===== src/rtl/regfile_wb_sink_pkg.sv =====
// Shared types and constants for the writeback-sink register file and its scoreboard.
package regfile_wb_sink_pkg;

    localparam int DATA_W_DEF = 32;
    localparam int ADDR_W_DEF = 5;
    localparam int CNT_W_DEF  = 3;
    localparam int NUM_REGS   = 2 ** ADDR_W_DEF;

    typedef logic [ADDR_W_DEF-1:0] reg_addr_t;
    typedef logic [DATA_W_DEF-1:0] reg_data_t;
    typedef logic [CNT_W_DEF-1:0]  sb_cnt_t;

    localparam reg_addr_t REG_ZERO = '0;

endpackage


===== src/rtl/regfile_wb_sink_scoreboard.sv =====
// In-flight write scoreboard: one saturating counter per register, a sticky
// over/underflow flag, and the per-source pending indications used for stalls.
module reg_scoreboard
    import regfile_wb_sink_pkg::*;
#(
    parameter int ADDR_WIDTH = ADDR_W_DEF,
    parameter int CNT_WIDTH  = CNT_W_DEF
) (
    input  logic                  clk,
    input  logic                  rst,
    input  logic                  inc_i,
    input  logic [ADDR_WIDTH-1:0] inc_add_i,
    input  logic                  dec_i,
    input  logic [ADDR_WIDTH-1:0] dec_add_i,
    input  logic [ADDR_WIDTH-1:0] rs1_add_i,
    input  logic [ADDR_WIDTH-1:0] rs2_add_i,
    input  logic                  rs1_use_i,
    input  logic                  rs2_use_i,
    output logic                  pend1_o,
    output logic                  pend2_o,
    output logic                  err_o
);

    localparam int                   N_REGS  = 2 ** ADDR_WIDTH;
    localparam logic [CNT_WIDTH-1:0] CNT_MAX = '1;
    localparam logic [CNT_WIDTH-1:0] CNT_ONE = CNT_WIDTH'(1);
    localparam logic [ADDR_WIDTH-1:0] ZERO_ADD = ADDR_WIDTH'(REG_ZERO);

    logic [CNT_WIDTH-1:0] cnt_q [N_REGS];
    logic [CNT_WIDTH-1:0] cnt_d [N_REGS];
    logic                 err_q, err_d;
    logic [N_REGS-1:0]    inc_vec, dec_vec;

    assign inc_vec = N_REGS'(inc_i) << inc_add_i;
    assign dec_vec = N_REGS'(dec_i) << dec_add_i;

    // Simultaneous issue and retire on one register cancel; x0 never counts.
    always_comb begin
        err_d = err_q;
        for (int i = 0; i < N_REGS; i++) begin
            cnt_d[i] = cnt_q[i];
        end
        for (int i = 1; i < N_REGS; i++) begin
            if (inc_vec[i] && !dec_vec[i]) begin
                if (cnt_q[i] == CNT_MAX) err_d = 1'b1;
                else                     cnt_d[i] = cnt_q[i] + CNT_ONE;
            end else if (dec_vec[i] && !inc_vec[i]) begin
                if (cnt_q[i] == '0) err_d = 1'b1;
                else                cnt_d[i] = cnt_q[i] - CNT_ONE;
            end
        end
        cnt_d[0] = '0;
    end

    always_ff @(posedge clk) begin
        if (rst) begin
            for (int i = 0; i < N_REGS; i++) begin
                cnt_q[i] <= '0;
            end
            err_q <= 1'b0;
        end else begin
            cnt_q <= cnt_d;
            err_q <= err_d;
        end
    end

    // A last outstanding write retiring this cycle is covered by the read bypass.
    assign pend1_o = rs1_use_i && (rs1_add_i != ZERO_ADD) && (cnt_q[rs1_add_i] != '0)
                     && !(dec_vec[rs1_add_i] && (cnt_q[rs1_add_i] == CNT_ONE));
    assign pend2_o = rs2_use_i && (rs2_add_i != ZERO_ADD) && (cnt_q[rs2_add_i] != '0)
                     && !(dec_vec[rs2_add_i] && (cnt_q[rs2_add_i] == CNT_ONE));

    assign err_o = err_q;

endmodule


===== src/rtl/regfile_wb_sink.sv =====
// Integer register file fed by the WB write port, serving two bypassed read
// ports to ID together with a scoreboard-driven source-hazard stall.
module regfile_wb_sink
    import regfile_wb_sink_pkg::*;
#(
    parameter int DATA_WIDTH = DATA_W_DEF,
    parameter int ADDR_WIDTH = ADDR_W_DEF,
    parameter int CNT_WIDTH  = CNT_W_DEF
) (
    input  logic                  clk,
    input  logic                  rst,
    input  logic [ADDR_WIDTH-1:0] WB_rd_add_i,
    input  logic [DATA_WIDTH-1:0] WB_data_write_reg_i,
    input  logic                  WB_regwrite_i,
    input  logic [ADDR_WIDTH-1:0] ID_rs1_add_i,
    input  logic [ADDR_WIDTH-1:0] ID_rs2_add_i,
    input  logic                  ID_rs1_use_i,
    input  logic                  ID_rs2_use_i,
    input  logic                  ID_issue_i,
    input  logic [ADDR_WIDTH-1:0] ID_rd_add_i,
    input  logic                  ID_regwrite_i,
    output logic [DATA_WIDTH-1:0] ID_rs1_data_o,
    output logic [DATA_WIDTH-1:0] ID_rs2_data_o,
    output logic                  ID_stall_o,
    output logic                  err_o
);

    localparam int                    N_REGS   = 2 ** ADDR_WIDTH;
    localparam logic [ADDR_WIDTH-1:0] ZERO_ADD = ADDR_WIDTH'(REG_ZERO);

    logic [DATA_WIDTH-1:0] regs_q [N_REGS];
    logic                  wb_wr_en;
    logic                  sb_inc;
    logic                  pend1, pend2;

    // Write-first read: an in-flight WB to the same nonzero register wins.
    function automatic logic [DATA_WIDTH-1:0] read_port(
        input logic [ADDR_WIDTH-1:0] add,
        input logic                  wr_en,
        input logic [ADDR_WIDTH-1:0] wr_add,
        input logic [DATA_WIDTH-1:0] wr_data,
        input logic [DATA_WIDTH-1:0] stored
    );
        if (add == ZERO_ADD)              return '0;
        else if (wr_en && wr_add == add)  return wr_data;
        else                              return stored;
    endfunction

    assign wb_wr_en = WB_regwrite_i && (WB_rd_add_i != ZERO_ADD);
    assign sb_inc   = ID_issue_i && ID_regwrite_i && (ID_rd_add_i != ZERO_ADD) && !ID_stall_o;

    always_ff @(posedge clk) begin
        if (rst) begin
            for (int i = 0; i < N_REGS; i++) begin
                regs_q[i] <= '0;
            end
        end else if (wb_wr_en) begin
            regs_q[WB_rd_add_i] <= WB_data_write_reg_i;
        end
    end

    assign ID_rs1_data_o = read_port(ID_rs1_add_i, wb_wr_en, WB_rd_add_i,
                                     WB_data_write_reg_i, regs_q[ID_rs1_add_i]);
    assign ID_rs2_data_o = read_port(ID_rs2_add_i, wb_wr_en, WB_rd_add_i,
                                     WB_data_write_reg_i, regs_q[ID_rs2_add_i]);

    reg_scoreboard #(
        .ADDR_WIDTH (ADDR_WIDTH),
        .CNT_WIDTH  (CNT_WIDTH)
    ) u_scoreboard (
        .clk        (clk),
        .rst        (rst),
        .inc_i      (sb_inc),
        .inc_add_i  (ID_rd_add_i),
        .dec_i      (wb_wr_en),
        .dec_add_i  (WB_rd_add_i),
        .rs1_add_i  (ID_rs1_add_i),
        .rs2_add_i  (ID_rs2_add_i),
        .rs1_use_i  (ID_rs1_use_i),
        .rs2_use_i  (ID_rs2_use_i),
        .pend1_o    (pend1),
        .pend2_o    (pend2),
        .err_o      (err_o)
    );

    assign ID_stall_o = pend1 | pend2;

endmodule

===== config.mk =====
export PLATFORM = sky130hd
export DESIGN_NAME = regfile_wb_sink
export DESIGN_NICKNAME = d
export VERILOG_FILES = /design/src/rtl/regfile_wb_sink_pkg.sv /design/src/rtl/regfile_wb_sink_scoreboard.sv /design/src/rtl/regfile_wb_sink.sv
export SDC_FILE = /design/constraint.sdc
export NUM_CORES = 2
export LEC_CHECK = 0
export CORE_UTILIZATION = 45
export CTS_CLUSTER_DIAMETER = 50
export DETAILED_ROUTE_END_ITERATION = 8
export PLACE_DENSITY_LB_ADDON = 0.05
export SLEW_MARGIN = 0
export SYNTH_ARGS = -nofsm -noshare
export SYNTH_HDL_FRONTEND = slang
export SYNTH_SLANG_ARGS = --single-unit

===== constraint.sdc =====
create_clock -name clk -period 4.2 [get_ports clk]
set_input_delay 0.84 -clock clk [delete_from_list [all_inputs] [get_ports clk]]
set_output_delay 0.84 -clock clk [all_outputs]
set_load 0.005 [all_outputs]

==> flow_summary_export.csv <==
group,metric,value,unit
clock_tree,cts_buffer_depth,3,
floorplanning,pin_count,125,
finish,fin_nets,5210,
detailed_routing,ant_nets,0,
finish,final_common_cell,"edfxtp_1",
sta,fin_crit,4.17,ns
grt,grt_pass1_vias,45300,
finish,syn_to_final_growth,22.4,%
worst_setup_path,setup.worst_path.start_class,"input pin",
detailed_routing,firstDrtPassIters,5,
logic_synthesis,async_flop_share,0,
hold_path,hp-class,"input pin to flip-flop",
worst_setup_path,path_cells,"buf_8, buf_8, buf_12, buf_16, mux4_2, mux4_2, mux2i_2, buf_4, a211oi_1, dlygate4sd2_1",
worst_setup_path,crit_start,"ID_rs1_add_i[0]",
clock_tree,root_buffer,"clkbuf_16",
clock_tree,cts_buffers,151,
run_status,status,"completed",
pwr,clkPwrFrac,0.441,
detailed_routing,drt-total-wl,246000,µm
placed_design,place_inst,6775,
clock_tree,cts_sinks,1118,
pwr,pwr-share-seq,0.421,
clock_tree,h-tree-depth,4,
floorplanning,die_x,381,µm
worst_setup_path,slowest_delay,0.53,ns
finish,fillers,11400,
worst_setup_path,arrival,3.33,ns
sta,relSlewSlack,0.359,
logic_synthesis,netlist_area,0.0646,mm²
pwr,power.density,390,mW/mm²
worst_setup_path,r2r_start,"u_scoreboard.cnt_q[12]",
logic_synthesis,avgSynthCellArea,13.9,µm²
logic_synthesis,synthCells,4648,
worst_setup_path,rr_worst_depth,17,
sta,timing.final.ws_setup,0.0313,ns
worst_setup_path,rrSetupSlack,0.24,ns
floorplanning,die_area,0.145,mm²
logic_synthesis,yosys-top-cells-area,"edfxtp_1 (48%), mux4_2 (23%), and2_1 (9.7%)",
grt,grt_use_total,0.335,
pwr,p_leak,27.8,nW
placed_design,dpl_cell_area,0.0721,mm²
worst_setup_path,path_class,"input pin to output port",
worst_setup_path,cp_top_family,"multiplexers",
sta,slew_viol_final,0,
logic_synthesis,ys.flop_type,"edfxtp_1",
worst_setup_path,rr_endpoint,"u_scoreboard.cnt_q[29]",
clock_tree,clkTransAtPathRegs,0.05,ns
pwr,finalPower,0.0308,W
grt,grt_pass1_wl,341000,µm
grt,grt_max_degree,66,
detailed_routing,drt_iter0_drc,6030,
detailed_routing,drcViolationCount,0,
sta,fin_crit_sh,0.993,
sta,max_freq,240,MHz
grt,antenna_found_initial,27,
worst_setup_path,cp_max_fo,13,
detailed_routing,routed_via_density,6.45,
floorplanning,die_h,381,µm
placed_design,gp_congestion,0.979,
detailed_routing,num_vias,46000,
worst_setup_path,cp_num_buf_inv,6,
logic_synthesis,yosys_warnings,0,
finish,drive_gt1_frac,0.340,
placed_design,dp_slack,-0.667,ns
logic_synthesis,synth.distinct_cells,85,
sta,fin_worst_skew,0.0248,ns
grt,overflow,0,
worst_setup_path,cp_num_cells,10,
pwr,ir_drop,0.333,mV
placed_design,place.port_buffers,124,
sta,holdWs,0.487,ns
floorplanning,initial_core_util,0.455,
sta,rsz0062_at_grt,"true",
worst_setup_path,critPathSlowestCell,"mux4_2",
job,max_cap_viol_count,0,
pwr,p_int,0.0231,W
sta,worst_pin_slew,0.959,ns
finish,design_area,0.0791,mm²
worst_setup_path,end_kind,"output port",
pwr,p_comb_frac,0.138,
pwr,switchingPower,0.00775,W
detailed_routing,wl_per_cell,34.4,µm
worst_setup_path,crit_end,"ID_rs1_data_o[9]",
finish,layout.cells.non_filler,7142,
logic_synthesis,ys_ff_latch,1118,
logic_synthesis,ys_seq_area_frac,0.505,
floorplanning,coreArea,0.142,mm²
placed_design,hpwlAfterDp,149000,µm
worst_setup_path,crit_required,3.36,ns
finish,layout_common_cells,"edfxtp_1 (1024), and2_1 (1002), mux4_2 (667), buf_4 (511), nor2_1 (225)",
pwr,swShare,0.251,
clock_tree,worstSkewPairLatency,0.78,ns
logic_synthesis,synth_largest_area_cell,"edfxtp_1",
logic_synthesis,netlist.area_leader.share,0.476,
sta,hold_viol,0,
logic_synthesis,synth_edf_count,1024,
clock_tree,cts_tree,"built",
sta,setup_violations,0,
floorplanning,rows,138,
==> power groups by stage <==
| stage | Clock (W) | Sequential, W | Combinational (W) |
|---|---|---|---|
| 2_1_floorplan | 0 | 0.0131 | 0.00223 |
| 3_3_place_gp | 0 | 0.0132 | 0.00400 |
| 3_5_place_dp | 0 | 0.0132 | 0.00400 |
| 4_1_cts | 0.0137 | 0.0130 | 0.00418 |
| 5_1_grt | 0.0141 | 0.0130 | 0.00439 |
| 6_report | 0.0136 | 0.0130 | 0.00425 |
==> timing repair <==
| item | in CTS | in global routing |
|---|---|---|
| buffers inserted | 46 | 22 |
| gates resized for setup | 247 | 60 |
| hold buffers | 0 | 0 |
| pin swaps | 11 | 7 |
| cloned | 11 | 5 |
| setup endpoints to repair | 65 | 37 |
==> stage by stage <==
| step | TNS [ns] | util |
|---|---|---|
| floorplan | -0.00546 | - |
| global placement | -49.39 | 0.507 |
| detailed placement | -57.11 | 0.507 |
| CTS | -0.170 | 0.554 |
| global route | -0.159 | 0.557 |
| finish | 0 | 0.557 |
==> state kept, by name, summed over array words and instances (netlist names) <==
name	flops
u_scoreboard.cnt_q	93
u_scoreboard.err_o	1
regs_q	1024
==> Yosys cell counts (6+ instances only) <==
master	n
buf_4	13
a31oi_1	26
a22oi_1	13
or4_1	11
mux2i_1	96
a211oi_1	91
nor3b_1	9
o22ai_1	15
o211ai_1	14
or3_1	35
a21oi_1	57
buf_2	23
nand2_1	136
edfxtp_1	1024
nand2b_1	26
and4_1	7
xor2_1	17
and3b_1	7
nand3b_1	7
inv_1	28
xnor2_1	18
clkbuf_1	373
o21ai_0	59
o21ai_1	10
or3b_1	6
nor2b_1	19
buf_1	60
fa_1	31
and3_1	15
nor2_1	254
o31ai_1	10
nor3_1	82
nand3_1	69
nand4_1	22
or2_2	36
nor4_1	30
and2_1	1002
mux2_2	8
mux4_2	667
dfxtp_1	94
a2111oi_0	17
==> kinds of logic (layout without fill, tap and decap cells) <==
| kind of cell | after synthesis | count (layout) | share of synthesized area |
|---|---|---|---|
| AOI/OAI and AO/OA | 387 | 387 | 0.0416 |
| xor gates and xnor gates | 35 | 35 | 0.00474 |
| adders and majority gates | 31 | 31 | 0.00960 |
| buffers and inverters | 503 | 1066 | 0.0307 |
| DFF | 1118 | 1118 | 0.505 |
| muxes | 771 | 771 | 0.249 |
| other | 1 | 42 | 0.0000580 |
| and+or+nand+nor | 1802 | 1802 | 0.160 |
==> metal layers <==
layer / vias to the layer above / wire length [µm] / global-route usage
met1: 23900 / 95000 / 0.450
met2: 2630 / 116000 / 0.532
li1: 18900 / - / -
met3: 539 / 23000 / 0.0640
met5: - / 13 / 0
met4: 2 / 11400 / 0.148
==> worst min path at each step <==
stage	cells after the start	to	from
finish	2	u_scoreboard.cnt_q[12]	rst
global placement	2	u_scoreboard.cnt_q[92]	u_scoreboard.cnt_q[92]
floorplan	1	u_scoreboard.cnt_q[47]	u_scoreboard.cnt_q[47]
global route	2	u_scoreboard.cnt_q[12]	rst
detailed placement	2	u_scoreboard.cnt_q[92]	u_scoreboard.cnt_q[92]
CTS	2	u_scoreboard.cnt_q[12]	rst
==> area by class of cell <==
class,instances,area [µm²],area share
flip-flops and latches,1118,32700,0.413
multi-input cells,3058,31000,0.392
repair buffers,760,7670,0.0970
clock buffers,175,3980,0.0502
well taps,1890,2360,0.0299
clock inverters,100,1250,0.0158
inverters,31,121,0.00153
diodes,10,25.0,0.000316
(Power assumes the default switching activity.)
==> RTL edit (same flow settings) <==
Set the package constant `REG_ZERO` to 1 (it was '0).
--- a/src/rtl/regfile_wb_sink_pkg.sv
+++ b/src/rtl/regfile_wb_sink_pkg.sv
@@ -10,7 +10,7 @@
     typedef logic [DATA_W_DEF-1:0] reg_data_t;
     typedef logic [CNT_W_DEF-1:0]  sb_cnt_t;
 
-    localparam reg_addr_t REG_ZERO = '0;
+    localparam reg_addr_t REG_ZERO = 1;
 
 endpackage
 
Check against the original RTL: not settled (the Yosys comparison gave no result); the edit may change what the design does.
==> RTL edit against the original RTL <==
- cell area rose by 0.50%
- critical endpoint is now ID_stall_o
- routed wire length fell by 2.5%
- critical path depth increased by 4
- sequential cell count unchanged
- power decreased by 0.24%
- synthesized cell count fell by 3.5%
- synthesized area is 1.8% lower
- worst setup slack got worse by 20 ps
==> RTL edit: results (changes against the original RTL) <==
[outcome]
status=finished clean

[synth]
yosys.cell_types.count=91  ; +7.1%
synth_mux_area_frac=0.253  ; +0.00394
synth_common_cells=edfxtp_1 (1024), and2_1 (1000), mux4_2 (668)
synth-adder-area-share=0.00946  ; -0.000143

[critical_path]
cp-endpoint=ID_stall_o
critPathLaunch=ID_rs2_add_i[0]
r2r-start=u_scoreboard.cnt_q[51]
crit_family=buffers and inverters

[final_layout]
sh_seq_area=0.411  ; -0.00223
final_util=0.569  ; +0.0124
multi_input_area_share=0.380  ; -0.0119
antennaDiodeCount=5  ; -5
signal_buffers=839  ; +10%

[place]
place_congestion=0.967  ; -1.2%
place_inst=6662  ; -1.7%

[detailed_routing]
routed_wl_mm=240  ; -2.5%

[hold_path]
hold_class=reg2reg
holdCritStartpoint=u_scoreboard.cnt_q[91]
holdPathEnd=u_scoreboard.cnt_q[91]

[clock_tree]
post_cts_resize_count=379  ; +53%

[power_and_ir_drop]
peakVddDrop_mv=0.324  ; -2.7%
pg_comb_w=0.00430  ; +1%
p_leak_nw=28.2  ; +1.5%

[global_routing]
grt_first_pass_wirelength_mm=336  ; -1.6%

[sta]
fin_skew_ps=27.8  ; +3.00 ps
setup_slack_ps=11.5  ; -19.8 ps
relSlewSlack=0.198  ; -0.162

[RTL edit: cell types whose count changed in the layout (fill, tap and decap cells not counted), sizes merged, moves of 13 or more]
cell | before | now
buf | 642 | 767
a21oi | 57 | 77
nand2b | 26 | 8
clkdlybuf4s15 | 21 | 6
nor4 | 37 | 14
a211oi | 91 | 64
o21ai | 71 | 92
nor3 | 87 | 54
nor2 | 254 | 287
or2 | 36 | 5
a31oi | 26 | 12
xor2 | 17 | 30
o211ai | 14 | 0
dlygate4sd2 | 42 | 4
[RTL edit: metal layers]
| layer | global-route usage | up-vias | wire length, um |
|---|---|---|---|
| li1 | - | 18400 | - |
| met1 | 0.454 | 23300 | 92900 |
| met2 | 0.547 | 2345 | 115000 |
| met3 | 0.0687 | 499 | 22200 |
| met4 | 0.129 | 0 | 9900 |
| met5 | 0 | - | 0 |
